[config.mk]
export PLATFORM = sky130hd
export DESIGN_NAME = mem_port_arbiter_flat
export DESIGN_NICKNAME = d
export VERILOG_FILES = /design/src/rtl/arb_pkg.sv /design/src/rtl/mem_port_arbiter_if.sv /design/src/rtl/mem_return_pipe.sv /design/src/rtl/mem_port_arbiter.sv /design/src/flat_wrapper.sv
export SDC_FILE = /design/constraint.sdc
export NUM_CORES = 1
export LEC_CHECK = 0
export CAP_MARGIN = 20
export CELL_PAD_IN_SITES_DETAIL_PLACEMENT = 0
export CELL_PAD_IN_SITES_GLOBAL_PLACEMENT = 1
export CORE_AREA = 4 4 86 88
export CTS_CLUSTER_SIZE = 8
export DETAILED_ROUTE_END_ITERATION = 6
export DIE_AREA = 0 0 90 92
export PLACE_DENSITY = 0.82
export SYNTH_ARGS = -nofsm -noshare
export SYNTH_HDL_FRONTEND = slang
export SYNTH_SLANG_ARGS = --single-unit
[constraint.sdc]
create_clock -name clock -period 1.44 [get_ports clock]
set_input_delay 0.288 -clock clock [delete_from_list [all_inputs] [get_ports clock]]
set_output_delay 0.288 -clock clock [all_outputs]
set_load 0.03 [all_outputs]
[src/rtl/arb_pkg.sv]
// Shared types for the memory port arbiter: return-pipe tags and the
// width of the fetch starvation counter.
package arb_pkg;

    typedef enum logic [1:0] {
        TAG_NONE  = 2'd0,
        TAG_FETCH = 2'd1,
        TAG_DATA  = 2'd2
    } tag_e;

    localparam int WAIT_CNT_W = 3;
    localparam logic [WAIT_CNT_W-1:0] WAIT_CNT_MAX = '1;

endpackage

[src/rtl/mem_port_arbiter_if.sv]
// Requester-side bus of the memory port arbiter: fetch (read-only) and
// data (load/store) request channels plus the shared read-return path.
interface mem_port_arbiter_if #(
    parameter int ADDR_W = 16,
    parameter int DATA_W = 16
);
    // Handshake: a requester raises req with its payload and holds both
    // stable until gnt; a transfer happens in any cycle with req && gnt.
    // gnt is combinational from req, and dropping req before gnt is legal.
    logic              f_req;
    logic [ADDR_W-1:0] f_addr;
    logic              f_gnt;
    logic              f_rvalid;
    logic              d_req;
    logic              d_we;
    logic [ADDR_W-1:0] d_addr;
    logic [DATA_W-1:0] d_wdata;
    logic              d_gnt;
    logic              d_rvalid;
    logic [DATA_W-1:0] rdata;

    modport master (
        output f_req, f_addr, d_req, d_we, d_addr, d_wdata,
        input  f_gnt, f_rvalid, d_gnt, d_rvalid, rdata
    );

    modport slave (
        input  f_req, f_addr, d_req, d_we, d_addr, d_wdata,
        output f_gnt, f_rvalid, d_gnt, d_rvalid, rdata
    );

endinterface

[src/rtl/mem_return_pipe.sv]
// Shift register of read-return tags; the head tag emerges exactly DEPTH
// cycles after it was issued and the whole pipe clears asynchronously.
module mem_return_pipe
    import arb_pkg::*;
#(
    parameter int DEPTH = 1
) (
    input  logic clock,
    input  logic reset,
    input  tag_e i_tag,
    output tag_e o_head
);

    tag_e r_stage [DEPTH];

    always_ff @(posedge clock or posedge reset) begin
        if (reset) begin
            for (int i = 0; i < DEPTH; i++) begin
                r_stage[i] <= TAG_NONE;
            end
        end else begin
            r_stage[0] <= i_tag;
            for (int i = 1; i < DEPTH; i++) begin
                r_stage[i] <= r_stage[i-1];
            end
        end
    end

    assign o_head = r_stage[DEPTH-1];

endmodule

[src/rtl/mem_port_arbiter.sv]
// Single-port memory arbiter: data port has priority, fetch wins a conflict
// once it has been denied MAX_WAIT cycles in a row. Read data is steered back by tag.
module mem_port_arbiter
    import arb_pkg::*;
#(
    parameter int ADDR_W       = 16,
    parameter int DATA_W       = 16,
    parameter int READ_LATENCY = 1,
    parameter int MAX_WAIT     = 4
) (
    input  logic                  clock,
    input  logic                  reset,
    mem_port_arbiter_if.slave     bus,
    output logic [ADDR_W-1:0]     mem_address,
    output logic [DATA_W-1:0]     mem_data,
    output logic                  mem_wren,
    input  logic [DATA_W-1:0]     mem_q,
    output logic [WAIT_CNT_W-1:0] o_dbg_wait_cnt
);

    logic [WAIT_CNT_W-1:0] r_wait_cnt;
    logic [ADDR_W-1:0]     r_last_addr;
    logic                  w_starve;
    logic                  w_f_gnt;
    logic                  w_d_gnt;
    tag_e                  w_issue_tag;
    tag_e                  w_head_tag;

    assign w_starve = (MAX_WAIT != 0) && (int'(r_wait_cnt) >= MAX_WAIT);

    always_comb begin
        w_f_gnt     = 1'b0;
        w_d_gnt     = 1'b0;
        w_issue_tag = TAG_NONE;
        if (!reset) begin
            if (bus.d_req && !(bus.f_req && w_starve)) begin
                w_d_gnt = 1'b1;
            end else if (bus.f_req) begin
                w_f_gnt = 1'b1;
            end
        end
        if (w_d_gnt && !bus.d_we) begin
            w_issue_tag = TAG_DATA;
        end else if (w_f_gnt) begin
            w_issue_tag = TAG_FETCH;
        end
    end

    // Idle cycles replay the last address so the macro's address pins stay quiet.
    always_comb begin
        mem_address = r_last_addr;
        if (w_d_gnt) begin
            mem_address = bus.d_addr;
        end else if (w_f_gnt) begin
            mem_address = bus.f_addr;
        end
    end

    assign mem_data = bus.d_wdata;
    assign mem_wren = w_d_gnt && bus.d_we;

    always_ff @(posedge clock or posedge reset) begin
        if (reset) begin
            r_last_addr <= '0;
        end else if (w_d_gnt) begin
            r_last_addr <= bus.d_addr;
        end else if (w_f_gnt) begin
            r_last_addr <= bus.f_addr;
        end
    end

    always_ff @(posedge clock or posedge reset) begin
        if (reset) begin
            r_wait_cnt <= '0;
        end else if (bus.f_req && !w_f_gnt) begin
            if (r_wait_cnt != WAIT_CNT_MAX) begin
                r_wait_cnt <= r_wait_cnt + 1'b1;
            end
        end else begin
            r_wait_cnt <= '0;
        end
    end

    mem_return_pipe #(
        .DEPTH (READ_LATENCY)
    ) u_return_pipe (
        .clock  (clock),
        .reset  (reset),
        .i_tag  (w_issue_tag),
        .o_head (w_head_tag)
    );

    assign bus.f_gnt    = w_f_gnt;
    assign bus.d_gnt    = w_d_gnt;
    assign bus.f_rvalid = (w_head_tag == TAG_FETCH);
    assign bus.d_rvalid = (w_head_tag == TAG_DATA);
    assign bus.rdata    = mem_q;

    assign o_dbg_wait_cnt = r_wait_cnt;

endmodule

[src/flat_wrapper.sv]
// flat-port wrapper written by rule: the top's interface ports become plain ports
module mem_port_arbiter_flat import arb_pkg::*;
#(
    parameter int ADDR_W       = 16,
    parameter int DATA_W       = 16,
    parameter int READ_LATENCY = 1,
    parameter int MAX_WAIT     = 4
)
  (clock, reset, mem_address, mem_data, mem_wren, mem_q, o_dbg_wait_cnt, bus_f_req, bus_f_addr, bus_d_req, bus_d_we, bus_d_addr, bus_d_wdata, bus_f_gnt, bus_f_rvalid, bus_d_gnt, bus_d_rvalid, bus_rdata);
  mem_port_arbiter_if #(.ADDR_W(ADDR_W), .DATA_W(DATA_W)) bus_i ();
  input  logic clock;
  input  logic reset;
  output logic [ADDR_W-1:0] mem_address;
  output logic [DATA_W-1:0] mem_data;
  output logic mem_wren;
  input  logic [DATA_W-1:0] mem_q;
  output logic [WAIT_CNT_W-1:0] o_dbg_wait_cnt;
  input wire logic [$bits(bus_i.f_req)-1:0] bus_f_req;
  input wire logic [$bits(bus_i.f_addr)-1:0] bus_f_addr;
  input wire logic [$bits(bus_i.d_req)-1:0] bus_d_req;
  input wire logic [$bits(bus_i.d_we)-1:0] bus_d_we;
  input wire logic [$bits(bus_i.d_addr)-1:0] bus_d_addr;
  input wire logic [$bits(bus_i.d_wdata)-1:0] bus_d_wdata;
  output wire logic [$bits(bus_i.f_gnt)-1:0] bus_f_gnt;
  output wire logic [$bits(bus_i.f_rvalid)-1:0] bus_f_rvalid;
  output wire logic [$bits(bus_i.d_gnt)-1:0] bus_d_gnt;
  output wire logic [$bits(bus_i.d_rvalid)-1:0] bus_d_rvalid;
  output wire logic [$bits(bus_i.rdata)-1:0] bus_rdata;
  assign bus_i.f_req = bus_f_req;
  assign bus_i.f_addr = bus_f_addr;
  assign bus_i.d_req = bus_d_req;
  assign bus_i.d_we = bus_d_we;
  assign bus_i.d_addr = bus_d_addr;
  assign bus_i.d_wdata = bus_d_wdata;
  assign bus_f_gnt = bus_i.f_gnt;
  assign bus_f_rvalid = bus_i.f_rvalid;
  assign bus_d_gnt = bus_i.d_gnt;
  assign bus_d_rvalid = bus_i.d_rvalid;
  assign bus_rdata = bus_i.rdata;
  mem_port_arbiter #(.ADDR_W(ADDR_W), .DATA_W(DATA_W), .READ_LATENCY(READ_LATENCY), .MAX_WAIT(MAX_WAIT)) u_core (.clock(clock), .reset(reset), .bus(bus_i), .mem_address(mem_address), .mem_data(mem_data), .mem_wren(mem_wren), .mem_q(mem_q), .o_dbg_wait_cnt(o_dbg_wait_cnt));
endmodule
After elaboration in Yosys (flattened, before gate mapping)

Index checks and enable logic that the tools add are counted.

Input port bits: 69
Register bits: 21
Logic and storage cells: 28
Output and inout port bits: 56

Order comparisons: 1
Muxes and demuxes: 11
Add/sub/neg operators: 1
Reduce and logical (&&, ||, !) cells: 8
Equal/unequal tests: 4

Operator list:

| cell                  | number |
|---|---|
| $mux W16              | 2 |
| $mux W1               | 6 |
| $mux W3               | 2 |
| $logic_and A1 B1 Y1   | 5 |
| $add A3 B1 Y3 const B | 1 |
| $ge A3 B3 Y1 const B  | 1 |
| $logic_not A1 Y1      | 3 |
| $ne A3 B3 Y1 const B  | 1 |
| $eq A2 B1 Y1 const B  | 1 |
| $eq A2 B2 Y1 const B  | 1 |
| $mux W2               | 1 |
| $ne A2 B2 Y1 const B  | 1 |

Longest topological paths before layout

Depth in word-level cells: 9
Depth in mapped cells: 5
Mapped depth without buffers: 4

By module

From an unflattened synthesis, not the netlist that was laid out.

Cells, all modules: 135
Area, all modules: 1,400.1 µm²

Modules (own cells, without submodules):

| module           | area an instance (µm²) | times used | sequential area each (µm²) | cells each |
|---|---|---|---|---|
| mem_port_arbiter | 1,346.3                | 1          | 475.5                      | 132 |
| mem_return_pipe  | 53.8                   | 1          | 50.0                       | 3 |

Worst setup path before layout

Ideal clock, no wire load.

Path type: register to output
From: reg u_core.r_wait_cnt[2], in the netlist u_core.o_dbg_wait_cnt[2]
To: out mem_address[10]
Arrival time: 1.590 ns
Required time: 1.152 ns
Cell stages (with the launch flop): 6
Path slack: -0.438 ns
Buffers on the path: 2
Cell sequence: dfrtp_1 > and2_1 > buf_4 > buf_6 > o22ai_1 > o2bb2ai_1

Longest elaborated chain between the ends: 8
Elaborated cells on any way between the ends: 10
Classes of those cells: 1 x order compare; 6 x mux; 3 x reduce/logical

RTL lines:

| element                | RTL line               | source |
|---|---|---|
| start, declared        | mem_port_arbiter.sv:21 | `logic [WAIT_CNT_W-1:0] r_wait_cnt;` |
| start signal, assigned | mem_port_arbiter.sv:77 | `r_wait_cnt <= r_wait_cnt + 1'b1;` |
| $ge A3 B3 Y1 *         | mem_port_arbiter.sv:29 | `assign w_starve = (MAX_WAIT != 0) && (int'(r_wait_cnt) >= MAX_WAIT);` |
| $logic_and A1 B1 Y1 *  | mem_port_arbiter.sv:36 | `if (bus.d_req && !(bus.f_req && w_starve)) begin` |
| $logic_not A1 Y1 *     | mem_port_arbiter.sv:36 |  |
| $logic_and A1 B1 Y1 *  | mem_port_arbiter.sv:36 |  |
| $mux W1                | mem_port_arbiter.sv:36 |  |
| $mux W1                | mem_port_arbiter.sv:35 | `if (!reset) begin` |
| $mux W16               | --                     |  |
| $mux W16 *             | --                     |  |
| end, declared          | flat_wrapper.sv:13     | `output logic [ADDR_W-1:0] mem_address;` |

Every way passes the cells marked *; elsewhere a longest branch is shown, timed or not.

Worst setup path in the final report

Ends and elaborated chain as after synthesis.

==> key figures <==
Drt
  – 1st-iter DRT viols: 15
  – Final ANT Viol Nets: 0
  – Via count: 1226
  – DRC viols: 0
  – Vias per cell: 4.49
  – First drt pass iteration count: 3
  – Avg WL per Cell: 15.7 um
  – Drt total wl: 4290 um

Logic synthesis
  – Synth warnings: 0
  – Ranking of synthesized cells by area: dfrtp_1, buf_4, o2bb2ai_1
  – Synth Instances: between 100 and 150
  – Synth Area in Compound Gates: approximately 18%
  – Net Count, Synth: approximately 210
  – Simple-gate share of the synthesized area: a little over an eighth
  – Main combinational cell family by area after synthesis: buffers and inverters
  – Multiplexer area fraction after synthesis: around 1.5%
  – Yosys reg bits: 21
  – Post-synthesis sequential area ratio: 38.4%
  – Area leader, netlist: dfrtp_1
  – Syn_area_per_cell: 10.2 sq um
  – Synth Cell Area: 0.00137 sq mm
  – Yosys cell types: 20
  – Synth top area share: about two fifths
  – Synth Area in Adders: between 1.5 and 2%
  – Synth Area in XOR/XNOR: 0.640%

Global route
  – Global Route Usage Sum: a little under a tenth
  – First-pass GRT wire length: 6370 um
  – Grt total ovfl: 0
  – Largest net degree at the start of global routing: 17
  – Initial antenna violation count: 0
  – Vias in the first global route: around 1300

Power
  – PwrDens: slightly below 800 mW/mm^2
  – Total power: ~2.0 mW
  – Peak VDD IR: approximately 440 uV
  – P_leak: ~1.0 nW

STA
  – Min Clock Period, post-route: 1.82 ns
  – Max Clock Skew: 0.00913 ns
  – Period utilization: 126%
  – Final hold vios: 0
  – Rel. slew slack: 77.4%
  – Fin. max-slew vios: 0
  – Slew @ Worst Pin: 0.335 ns
  – Final setup violating endpoints: 20
  – RSZ-0062 raised after global routing: true
  – Peak Freq: about 550 MHz
  – Worst setup margin: -0.380 ns

Critical path
  – Worst Setup End Kind: output port
  – Worst r2r src: u_core.o_dbg_wait_cnt[2]
  – Crit path cell chain: and2_4 > nor2_8 > buf_12 > o2bb2ai_4 > buf_6
  – Crit path max-delay family: flip-flops
  – CP required: approximately 1.2 ns
  – Setup Crit Path Kind: reg2out
  – CP Launch Type: flip-flop
  – Max FO, Critical Path: 7
  – Worst R2R Path Depth: 7
  – Max incr delay on CP: between 0.4 and 0.5 ns
  – Slowest CP cell: dfrtp_2
  – Worst reg-to-reg setup slack: -0.13 ns
  – CP bufs+invs: 2
  – Crit Reg-Reg Endpoint: u_core.r_last_addr[13]
  – CP arrival: around 1.5 ns

Floorplan
  – Die Wd: approximately 90 um
  – DIE HEIGHT: 92 um
  – Initial Utilization: 20.6%
  – FP Rows: 30
  – Core area: around 0.0066 sq mm
  – Die ar.: between 0.008 and 0.009 sq mm
  – # IOs: 125

Clocking
  – CTS tree: done
  – CTS Buf Count: 3
  – Worst-path clk slew: about 0.080 ns
  – Clock sinks: 21
  – Clk_lat worst skew: between 0.2 and 0.3 ns
  – H-tree levels: 1
  – CTS Buffer Depth: 2
  – Hold_buf cts: 0
  – Root Driver: clkbuf_8

Status
  – Status: complete, but fails checks
  – Failing checks: setup timing

Min path
  – Worst hold path class: in2async

Place
  – HPWL Detailed: approximately 3000 um
  – GPL Wtd Cong: between 0.7 and 0.8
  – Port Buffers: 60
  – Placed insts: between 200 and 300

Layout
  – Layout Nets: ~270
  – Fill count: between 600 and 700
  – Ratio of cells with drive above 1 in the final layout: 54.9%
  – Commonest cells after routing, fill and taps aside: clkdlybuf4s50_1, buf_4, buf_6
  – Diode count: 0
  – Commonest non-fill, non-tap cell in the layout: clkdlybuf4s50_1
  – Final instance count without filler cells: between 200 and 300
  – Layout area overhead: 83.1%

Job
  – Maxcap violations: 0
[worst max-delay path by stage]
stage | startpoint | slack (ns) | cells past startpoint | to
2_1_floorplan | u_core.o_dbg_wait_cnt[2] | -0.20 | 5 | mem_address[10]
3_3_place_gp | bus_d_req | -0.56 | 7 | mem_address[14]
3_5_place_dp | reset | -0.63 | 6 | mem_address[9]
4_1_cts | u_core.o_dbg_wait_cnt[2] | -0.37 | 6 | mem_address[12]
5_1_grt | bus_d_req | -0.43 | 7 | mem_address[12]
6_report | u_core.o_dbg_wait_cnt[2] | -0.38 | 5 | mem_address[10]
[cell type report]
cell class / count / area, sq um / area share, %
clock buffer: 3 / 41.3 / 1.65
sequential: 21 / 527 / 21.0
tap: 80 / 100 / 3.99
clock inverter: 1 / 5.00 / 0.200
inverter: 1 / 3.75 / 0.150
multi-input combinational: 70 / 866 / 34.5
timing repair buffer: 97 / 963 / 38.4
[Yosys cell counts]
master	instances
dfrtp_1	21
nor3_2	1
nor2b_1	4
o2bb2ai_1	16
ha_1	2
and2_1	2
inv_1	1
nor3_1	16
o21ai_0	1
nand2b_4	1
mux2i_1	2
xor2_1	1
o22ai_1	16
nand2b_1	1
buf_4	34
buf_6	7
buf_8	1
nor2_1	5
nor2_8	1
clkbuf_2	1
[power breakdown]
group | internal (mW) | switching [mW] | leakage [nW]
combinational | 0.463 | 0.447 | 0.750
clock | 0.193 | 0.195 | 0.0255
sequential | 0.661 | 0.0327 | 0.251
[what timing repair did]
action                     4_1_cts  5_1_grt
gates resized for setup         33       19
buffers inserted                 9        7
pin swaps                        2        0
setup endpoints to repair       25       20
cloned                           1        1
[flip-flops by register name, indices dropped and copies added (netlist names)]
register / count
u_core.r_last_addr: 16
u_core.o_dbg_wait_cnt: 3
u_core.u_return_pipe.o_head: 2
[metal layers]
| layer | track usage (%) | up-vias | routed length (um) |
|---|---|---|---|
| met3 | 2.46 | 8 | 301 |
| met2 | 17.9 | 43 | 2380 |
| met4 | 2.93 | 0 | 42 |
| met5 | 0 | - | 0 |
| li1 | - | 568 | - |
| met1 | 10.3 | 607 | 1570 |
[cell families (layout without fill, tap and decap cells)]
kind of cell / count (synthesis) / count (layout)
compound gates: 33 / 33
xor+xnor: 1 / 1
buf+inv: 44 / 102
flops: 21 / 21
simple gates: 31 / 32
fa+ha+maj: 2 / 2
mux: 2 / 2
[per-stage QoR]
step	area, sq um	setup TNS [ns]	utilization, %	worst slack [ns]	hold WS, ns
6_report	2510	-6.64	37.7	-0.380	0.229
5_1_grt	2510	-7.67	37.7	-0.433	0.261
4_1_cts	2330	-6.14	35.1	-0.372	0.219
3_5_place_dp	2080	-14.30	31.4	-0.633	0.569
3_3_place_gp	2080	-13.42	31.4	-0.561	0.555
2_1_floorplan	1600	-2.43	-	-0.204	0.264
[tightest hold or removal path, cell delays in order]
cell           delay [ns]
dlygate4sd2_1        0.29
inv_1                0.09
buf_4                0.18
Note: power is estimated with default switching activity, not from simulation.
